===== src/rtl/serial_adder.sv =====
// Bit-serial WIDTH-bit adder: one full_adder cell stepped LSB-first over WIDTH cycles.
// Optional signed-overflow register is built when SERIAL_ADDER_OVF_EN is defined.

module full_adder (
   input  logic x,
   input  logic y,
   input  logic cin,
   output logic sum,
   output logic cout
);
   assign sum  = x ^ y ^ cin;
   assign cout = (x & y) | (cin & (x ^ y));
endmodule

module serial_adder #(
   parameter int WIDTH = 8
) (
   input  logic             clk_i,
   input  logic             rst_i,
   input  logic             start_i,
   input  logic [WIDTH-1:0] a_i,
   input  logic [WIDTH-1:0] b_i,
   input  logic             cin_i,
   output logic             busy_o,
   output logic             done_o,
   output logic [WIDTH-1:0] sum_o,
   output logic             cout_o,
   output logic             overflow_o
);
   localparam int CNT_W = $clog2(WIDTH);

   typedef enum logic [1:0] {S_IDLE, S_RUN, S_DONE} state_t;

   state_t             state_q, state_d;
   logic [WIDTH-1:0]   a_sh_q, a_sh_d;
   logic [WIDTH-1:0]   b_sh_q, b_sh_d;
   logic [WIDTH-1:0]   res_q, res_d;
   logic [WIDTH-1:0]   sum_q, sum_d;
   logic [CNT_W-1:0]   cnt_q, cnt_d;
   logic               carry_q, carry_d;
   logic               cout_q, cout_d;
   logic               fa_sum, fa_cout;
   logic               last_step;

   full_adder u_fa (
      .x    (a_sh_q[0]),
      .y    (b_sh_q[0]),
      .cin  (carry_q),
      .sum  (fa_sum),
      .cout (fa_cout)
   );

   assign last_step = (state_q == S_RUN) && (cnt_q == CNT_W'(WIDTH-1));

   always_comb begin
      state_d = state_q;
      a_sh_d  = a_sh_q;
      b_sh_d  = b_sh_q;
      res_d   = res_q;
      sum_d   = sum_q;
      cnt_d   = cnt_q;
      carry_d = carry_q;
      cout_d  = cout_q;
      case (state_q)
         S_IDLE: begin
            if (start_i) begin
               a_sh_d  = a_i;
               b_sh_d  = b_i;
               carry_d = cin_i;
               cnt_d   = '0;
               state_d = S_RUN;
            end
         end
         S_RUN: begin
            // sum bits enter at the MSB so after WIDTH steps bit 0 lands at the LSB
            res_d   = {fa_sum, res_q[WIDTH-1:1]};
            a_sh_d  = a_sh_q >> 1;
            b_sh_d  = b_sh_q >> 1;
            carry_d = fa_cout;
            cnt_d   = cnt_q + CNT_W'(1);
            if (last_step) begin
               state_d = S_DONE;
               sum_d   = {fa_sum, res_q[WIDTH-1:1]};
               cout_d  = fa_cout;
            end
         end
         S_DONE:  state_d = S_IDLE;
         default: state_d = S_IDLE;
      endcase
   end

   always_ff @(posedge clk_i) begin
      if (!rst_i) begin
         state_q <= S_IDLE;
         a_sh_q  <= '0;
         b_sh_q  <= '0;
         res_q   <= '0;
         sum_q   <= '0;
         cnt_q   <= '0;
         carry_q <= 1'b0;
         cout_q  <= 1'b0;
      end else begin
         state_q <= state_d;
         a_sh_q  <= a_sh_d;
         b_sh_q  <= b_sh_d;
         res_q   <= res_d;
         sum_q   <= sum_d;
         cnt_q   <= cnt_d;
         carry_q <= carry_d;
         cout_q  <= cout_d;
      end
   end

   assign busy_o = (state_q == S_RUN);
   assign done_o = (state_q == S_DONE);
   assign sum_o  = sum_q;
   assign cout_o = cout_q;

`ifdef SERIAL_ADDER_OVF_EN
   logic ovf_q, ovf_d;

   // carry_q during the last step is the carry into the MSB
   always_comb begin
      ovf_d = ovf_q;
      if (last_step) ovf_d = carry_q ^ fa_cout;
   end

   always_ff @(posedge clk_i) begin
      if (!rst_i) ovf_q <= 1'b0;
      else        ovf_q <= ovf_d;
   end

   assign overflow_o = ovf_q;
`else
   assign overflow_o = 1'b0;
`endif

endmodule


===== config.mk =====
export PLATFORM = sky130hd
export DESIGN_NAME = serial_adder
export DESIGN_NICKNAME = d
export VERILOG_FILES = /design/src/rtl/serial_adder.sv
export SDC_FILE = /design/constraint.sdc
export NUM_CORES = 1
export LEC_CHECK = 0
export ABC_CLOCK_PERIOD_IN_PS = 1600
export CORE_MARGIN = 5
export CORE_UTILIZATION = 45
export DETAILED_ROUTE_END_ITERATION = 10
export PLACE_DENSITY_LB_ADDON = 0.25
export SLEW_MARGIN = 10
export SYNTH_ARGS = -nofsm -noshare
export SYNTH_HDL_FRONTEND = slang
export SYNTH_SLANG_ARGS = --single-unit

===== constraint.sdc =====
create_clock -name clk_i -period 1.6 [get_ports clk_i]
set_input_delay 0.48 -clock clk_i [delete_from_list [all_inputs] [get_ports clk_i]]
set_output_delay 0.48 -clock clk_i [all_outputs]
set_load 0.01 [all_outputs]

==> metrics.txt, run 1 <==
Placement Cell Area=roughly 2000 µm²; post-route cell area=around 2000 µm²; count of final hold-check violations=0; clock latency on the worst-skew pair=~0.33 ns; setup repair after global routing missed its margin=no; vias per inst=approximately 5.3; DRC violation count after routing=0; Slowest cell on crit path=sky130_fd_sc_hd__dfxtp_2; number of clock buffers inserted by TritonCTS=5; Final TNS setup=0 ns; sequential-to-total area share from yosys stat=a little under half; initial standard-cell utilization of the core=47.29%; syn avg cell area=approximately 9.0 µm²; antenna viol nets, final=0; overflow left after global routing=0; GP Congestion=between 0.7 and 0.8; global-route wire length before repair=a little under 6000 µm; number of placed instances with taps included=250; number of levels the H-tree was split into=2; startpoint type of the worst setup path=flop; Max Clock Skew=roughly 0.0071 ns; max incr delay on CP=~0.36 ns; filler cell count=roughly 300; fmax=0.6542 GHz; via count of the first global-routing pass=about 1,300; CTS sink count=38; filler-free cell count of the finished design=between 200 and 300; fraction of synthesized area in multiplexers=around 10%; clock root buffer=sky130_fd_sc_hd__clkbuf_4; global routing usage summed across all routing layers=approximately 14%; Post-DP HPWL=approximately 2400 µm; endpoint class of the critical path=primary output; pin count of the biggest net entering global routing=36; combined flip-flop and latch cell area=around 760 µm²; final net count=between 200 and 250; total wirelength of the detailed-routed design=approximately 3300 µm; static leakage=roughly 0.84 nW; commonest cells after routing, fill and taps aside=sky130_fd_sc_hd__dfxtp_1, sky130_fd_sc_hd__nand2_1, sky130_fd_sc_hd__nand3_1, sky130_fd_sc_hd__clkdlybuf4s50_1, sky130_fd_sc_hd__o21ai_1; Die W=between 60 and 70 µm; number of buffers inserted by hold repair at cts=0; count of warnings emitted by yosys=0; result of the run=finished, final reports clean; adder-cell share of the synthesized area=approximately 2.8%; area of combinational cells with multiple inputs=approximately 770 µm²; Finish-stage setup viols=0; IO buf count=30; power density cells=approximately 840 nW/µm²; antenna diode instance count=0; per-cell routed wire length=about 13 µm; fraction of layout instances using a drive strength above 1=between 10% and 20%; hold_ws=between 0.4 and 0.5 ns; final core utilization=between 50% and 60%; critical-path maximum fanout=4; reported max-cap violation count=0; total count of max-transition violations in the final report=0; net count after synthesis=a little over 200; initial drt markers=81; leading cell type in the layout, fill and taps excluded=sky130_fd_sc_hd__dfxtp_1; area fraction in and, or, nand and nor cells after synthesis=between 15 and 20%; TritonCTS clock tree=built; Synth Register Bits=38; Data arrival, critical path=around 1.1 ns; Floorplan Core Area=roughly 3400 µm²; Max Buffers Root-to-Sink=2; number of instances in the synthesized netlist=approximately 180; row count=21; count of cell types in the netlist=26; combinational family with the most area after synthesis=simple AND/OR/NAND/NOR gates; number of antenna violations at the first check in global routing=0; First-pass DRT Iterations=4; worst endpoint required time=~1.1 ns; total vias in the final route=between 1,000 and 1,500; Boundary Pins=32; crit path kind=reg -> out; full die area=slightly below 5000 µm²; post-route minimum period=approximately 1.5 ns; Netlist Area Pre-Place=~1600 µm²; compound-cell area share of the yosys netlist=17.02%; fin crit share=a little over nine tenths; xor/xnor share of the synthesized area=0%; clock-pin slew on the worst setup and hold paths=0.09 ns; Worst VDD drop=about 0.00048 V; height of the die=69.68 µm; critical path, cell by cell=nor2b_2, clkdlybuf4s15_2; area delta synth->final=26.78%; Hold WC Path Type=reg -> reg
flip-flops by register name, summed over array words and instances, names as in the netlist:
| signal | count |
|---|---|
| carry_q | 1 |
| sum_o | 8 |
| state_q | 2 |
| a_sh_q | 8 |
| cout_o | 1 |
| b_sh_q | 8 |
| res_q | 7 |
| cnt_q | 3 |
layer usage:
layer,vias up,wire length [µm],part of all wire [%],track usage (%)
met3,4,154,4.7,5.652
met5,-,0,0,0
met1,640,1501,46,16.90
li1,693,-,-,-
met4,0,24,0.73,2.766
met2,24,1596,49,23.83
synthesized netlist by cell type:
| library cell | instances | area share, % |
|---|---|---|
| sky130_fd_sc_hd__a21boi_1 | 7 | 3.3 |
| sky130_fd_sc_hd__a21oi_1 | 1 | 0.31 |
| sky130_fd_sc_hd__and2_1 | 1 | 0.39 |
| sky130_fd_sc_hd__and3b_1 | 1 | 0.55 |
| sky130_fd_sc_hd__buf_2 | 4 | 1.2 |
| sky130_fd_sc_hd__buf_4 | 2 | 0.94 |
| sky130_fd_sc_hd__clkbuf_1 | 10 | 2.3 |
| sky130_fd_sc_hd__conb_1 | 1 | 0.23 |
| sky130_fd_sc_hd__dfxtp_1 | 38 | 47 |
| sky130_fd_sc_hd__fa_1 | 1 | 1.2 |
| sky130_fd_sc_hd__ha_1 | 2 | 1.6 |
| sky130_fd_sc_hd__inv_1 | 1 | 0.23 |
| sky130_fd_sc_hd__inv_2 | 1 | 0.23 |
| sky130_fd_sc_hd__mux2i_1 | 16 | 10 |
| sky130_fd_sc_hd__nand2_1 | 30 | 7.0 |
| sky130_fd_sc_hd__nand2b_1 | 1 | 0.39 |
| sky130_fd_sc_hd__nand3_1 | 20 | 6.2 |
| sky130_fd_sc_hd__nand3b_1 | 1 | 0.47 |
| sky130_fd_sc_hd__nor2_1 | 2 | 0.47 |
| sky130_fd_sc_hd__nor2_2 | 1 | 0.39 |
| sky130_fd_sc_hd__nor2b_1 | 1 | 0.39 |
| sky130_fd_sc_hd__nor3b_1 | 1 | 0.47 |
| sky130_fd_sc_hd__o211ai_1 | 15 | 7.0 |
| sky130_fd_sc_hd__o21ai_1 | 18 | 5.6 |
| sky130_fd_sc_hd__o22ai_1 | 2 | 0.78 |
| sky130_fd_sc_hd__or3b_4 | 1 | 0.70 |
layout make-up:
type / instances / area share, %
flip-flops and latches: 38 / 37.56
repair buffers: 41 / 18.72
clock buffers: 6 / 2.525
inverters: 2 / 0.3695
well taps: 46 / 2.833
multi-input cells: 123 / 37.99
logic make-up after synthesis:
group,count (synthesis)
compound gates,43
buf+inv,18
simple gates,60
mux,16
other cells,1
fa+ha+maj,3
flops,38
worst paths after layout:
path	slack, ns	start	end	cells past startpoint
worst max register to register	0.24	cnt_q[0]$_SDFFE_PN0P_	sum_o[3]$_SDFFE_PN0P_	5
worst max-delay path	0.07	state_q[1]$_SDFFE_PN0P_	done_o	2
worst min-delay path	0.45	sum_o[4]$_SDFFE_PN0P_	sum_o[4]$_SDFFE_PN0P_	2
worst min register to register	0.45	sum_o[4]$_SDFFE_PN0P_	sum_o[4]$_SDFFE_PN0P_	2
through the flow:
stage / setup WS [ns] / power, mW
after floorplan: 0.04708 / 1.154
after global placement: -0.1015 / 1.239
after detailed placement: -0.1490 / 1.250
after CTS: 0.007200 / 1.724
after global routing: 0.005767 / 1.790
final: 0.07136 / 1.703
power by group:
group          internal, mW  switching, mW  total [mW]
Combinational         0.116          0.102       0.218
Clock                 0.198          0.277       0.475
Sequential            0.985         0.0251        1.01
Total                  1.30          0.404        1.70
worst max-delay path, delay by kind of cell (launching register included):
| kind | cells | cell delay (ns) |
|---|---|---|
| buffers and inverters | 1 | 0.23 |
| DFF | 1 | 0.36 |
| and+or+nand+nor | 1 | 0.14 |
what timing repair did:
| item | in CTS | in global routing |
|---|---|---|
| setup endpoints to repair | 11 | 2 |
| pin swaps | 0 | 0 |
| setup buffers | 0 | 0 |
| resized for setup | 18 | 2 |
Note: power is estimated with default switching activity, not from simulation.
==> run 2: changes to the inputs <==
--- a/config.mk
+++ b/config.mk
@@ -8,6 +8,7 @@
 export ABC_CLOCK_PERIOD_IN_PS = 1600
 export CORE_MARGIN = 5
 export CORE_UTILIZATION = 45
+export CTS_CLUSTER_DIAMETER = 50
 export DETAILED_ROUTE_END_ITERATION = 10
 export PLACE_DENSITY_LB_ADDON = 0.25
 export SLEW_MARGIN = 10
==> results of run 2 <==
Final layout, timing and power as in run 1 (identical DEF).
==> run 3: changes to the inputs <==
--- a/config.mk
+++ b/config.mk
@@ -5,13 +5,12 @@
 export SDC_FILE = /design/constraint.sdc
 export NUM_CORES = 1
 export LEC_CHECK = 0
-export ABC_CLOCK_PERIOD_IN_PS = 1600
+export ABC_CLOCK_PERIOD_IN_PS = 1800
 export CORE_MARGIN = 5
 export CORE_UTILIZATION = 45
 export CTS_CLUSTER_DIAMETER = 50
 export DETAILED_ROUTE_END_ITERATION = 10
 export PLACE_DENSITY_LB_ADDON = 0.25
-export SLEW_MARGIN = 10
 export SYNTH_ARGS = -nofsm -noshare
 export SYNTH_HDL_FRONTEND = slang
 export SYNTH_SLANG_ARGS = --single-unit
==> constraint.sdc (replaced) <==
create_clock -name clk_i -period 1.8 [get_ports clk_i]
set_input_delay 0.54 -clock clk_i [delete_from_list [all_inputs] [get_ports clk_i]]
set_output_delay 0.54 -clock clk_i [all_outputs]
set_load 0.01 [all_outputs]
==> run 3 against run 2 <==
Sequential power decreased by 11%. Register-to-register slack improved by 0.21 ns. Setup slack improved by 0.025 ns. Core utilization increased by 0.59 points. First-iteration DRC count decreased by 35%. Sequential share of layout area decreased by 0.43 points. Power decreased by 3.4%. Die area unchanged. Clock-buffer cell count decreased by 1. Combinational power decreased by 15%.
==> metrics.txt, run 3 (synthesis results as in run 1) <==
vias per inst=5.215 (-1.9%); via count of the first global-routing pass=1,337 (+0.30%); pin count of the biggest net entering global routing=52 (+44%); DRC violation count after routing=0 (unchanged); full die area=4855 µm² (unchanged); TritonCTS clock tree=built; per-cell routed wire length=12.93 µm (+1.0%); Floorplan Core Area=3390 µm² (unchanged); Worst VDD drop=0.0005003 V (+3.7%); number of antenna violations at the first check in global routing=0 (unchanged); result of the run=finished, final reports clean; Reg2Reg Capture Point=state_q[1]$_SDFFE_PN0P_; IO buf count=30 (unchanged); number of levels the H-tree was split into=2 (unchanged); power density cells=802.0 nW/µm² (-4.3%); row count=21 (unchanged); max incr delay on CP=0.35 ns (about the same); Post-DP HPWL=2313 µm (-2.7%); worst hold endpoint=sum_o[7]$_SDFFE_PN0P_; Boundary Pins=32 (unchanged); minimum setup slack after placement=-0.04390 ns (+0.1051 ns); GP Congestion=0.7854 (-1.5%); total vias in the final route=1,335 (-1.9%); launch point of the worst reg-to-reg path=cnt_q[0]$_SDFFE_PN0P_; number of stages on the worst hold path=2 (unchanged); area delta synth->final=28.03%; total wirelength of the detailed-routed design=3311 µm (+1.0%); clock-pin slew on the worst setup and hold paths=0.11 ns (+0.02 ns); Hold WC Path Type=reg -> reg; Finish-stage setup viols=0 (unchanged); height of the die=69.68 µm (unchanged); final core utilization=60.54% (+0.59 points); global routing usage summed across all routing layers=14.17% (+0.090 points); Max Clock Skew=0.008340 ns (+0.001204 ns); total count of max-transition violations in the final report=0 (unchanged); number of buffers inserted by hold repair at cts=0 (unchanged); CP Buf/Inv Count=2 (+1); count of final hold-check violations=0 (unchanged); leading cell type in the layout, fill and taps excluded=sky130_fd_sc_hd__dfxtp_1; clock latency on the worst-skew pair=0.34 ns (about the same); fin crit share=around 95%; Slowest cell on crit path=sky130_fd_sc_hd__dfxtp_2; setup repair after global routing missed its margin=no; filler-free cell count of the finished design=256 (unchanged); CTS sink count=38 (unchanged); Max Buffers Root-to-Sink=2 (unchanged); Data arrival, critical path=1.16 ns (+0.11 ns); post-route minimum period=roughly 1.7 ns; endpoint class of the critical path=primary output; FF-to-FF path depth=4 (-1); commonest cells after routing, fill and taps aside=sky130_fd_sc_hd__dfxtp_1, sky130_fd_sc_hd__nand2_1, sky130_fd_sc_hd__nand3_1, sky130_fd_sc_hd__clkdlybuf4s50_1, sky130_fd_sc_hd__o21ai_1; clock root buffer=sky130_fd_sc_hd__clkbuf_4; antenna diode instance count=0 (unchanged); Final TNS setup=0 ns (unchanged); global-route wire length before repair=5678 µm (-2.3%); Die W=69.68 µm (unchanged); static leakage=0.9565 nW (+14%); PnR worst setup slack=0.09646 ns (+0.02510 ns); fmax=0.5870 GHz; fraction of layout instances using a drive strength above 1=10.00% (-2.4 points); launch point of the worst hold path=sum_o[7]$_SDFFE_PN0P_; First-pass DRT Iterations=4 (unchanged); number of buffers inserted to repair setup after CTS=0 (unchanged); flop2flop setup slack=0.45 ns (+0.21 ns); critical path, cell by cell=nand2b_1, inv_2, clkdlybuf4s15_1; critical path's top delay family=flip-flops; reported max-cap violation count=0 (unchanged); antenna viol nets, final=0 (unchanged); startpoint type of the worst setup path=flop; crit path kind=reg -> out; number of placed instances with taps included=248 (-0.80%); final net count=232 (-0.85%); initial drt markers=53 (-35%); worst endpoint required time=1.26 ns (+0.14 ns); overflow left after global routing=0 (unchanged); initial standard-cell utilization of the core=47.29% (unchanged); number of clock buffers inserted by TritonCTS=5 (unchanged); critical-path maximum fanout=4 (unchanged)
-- run 3: layout make-up --
type	instances	area (µm²)
Clock inverter	3	40.04
Timing Repair Buffer	39	385.4
Tap cell	46	57.56
Clock buffer	5	37.54
Multi-Input combinational cell	123	762.0
Fill cell	314	1338
Sequential cell	38	762.0
Inverter	2	7.507
-- run 3: tightest hold or removal path, delay by kind of cell, from the launching register on --
kind | cells | cell delay (ns)
flops | 1 | 0.32
simple gates | 2 | 0.10
-- run 3: routing by layer --
| metal | track usage [%] | vias to the layer above | part of all wire (%) |
|---|---|---|---|
| met2 | 25.32 | 26 | 49 |
| met5 | 0 | - | 0 |
| li1 | - | 687 | - |
| met4 | 3.830 | 0 | 1.2 |
| met1 | 15.76 | 616 | 45 |
| met3 | 5.217 | 6 | 4.4 |
-- run 3: what timing repair did --
| action | 4_1_cts | 5_1_grt |
|---|---|---|
| gates cloned | 0 | 0 |
| gates resized for setup | 3 | 10 |
| endpoints found under the hold margin | 0 | 0 |
| setup endpoints to repair | 3 | 9 |
-- run 3: per-stage QoR --
| step | power [mW] | hold WS, ns | area (µm²) |
|---|---|---|---|
| after global placement | 1.095 | 0.4381 | 1956 |
| after CTS | 1.662 | 0.4594 | 2029 |
| after floorplan | 1.026 | 0.4321 | 1603 |
| after global routing | 1.716 | 0.4710 | 2052 |
| final | 1.646 | 0.4500 | 2052 |
| after detailed placement | 1.104 | 0.4436 | 1956 |
-- run 3: power breakdown --
| group | leakage [nW] | internal (mW) | switching, mW |
|---|---|---|---|
| registers | 0.310 | 0.875 | 0.0215 |
| clock network | 0.0450 | 0.288 | 0.275 |
| logic | 0.601 | 0.0962 | 0.0898 |
| total | 0.957 | 1.26 | 0.387 |
-- run 3: how the worst max path moves through the flow --
stage | from | end | slack (ns) | depth (start not counted)
after floorplan | state_q[1]$_SDFFE_PN0P_ | done_o | 0.11 | 3
after global placement | start_i | a_sh_q[0]$_SDFFE_PN0P_ | 0.04 | 4
after detailed placement | start_i | a_sh_q[3]$_SDFFE_PN0P_ | -0.04 | 4
after CTS | sum_o[4]$_SDFFE_PN0P_ | sum_o[4] | 0.005 | 1
after global routing | state_q[1]$_SDFFE_PN0P_ | busy_o | 0.02 | 3
final | state_q[1]$_SDFFE_PN0P_ | busy_o | 0.1 | 3
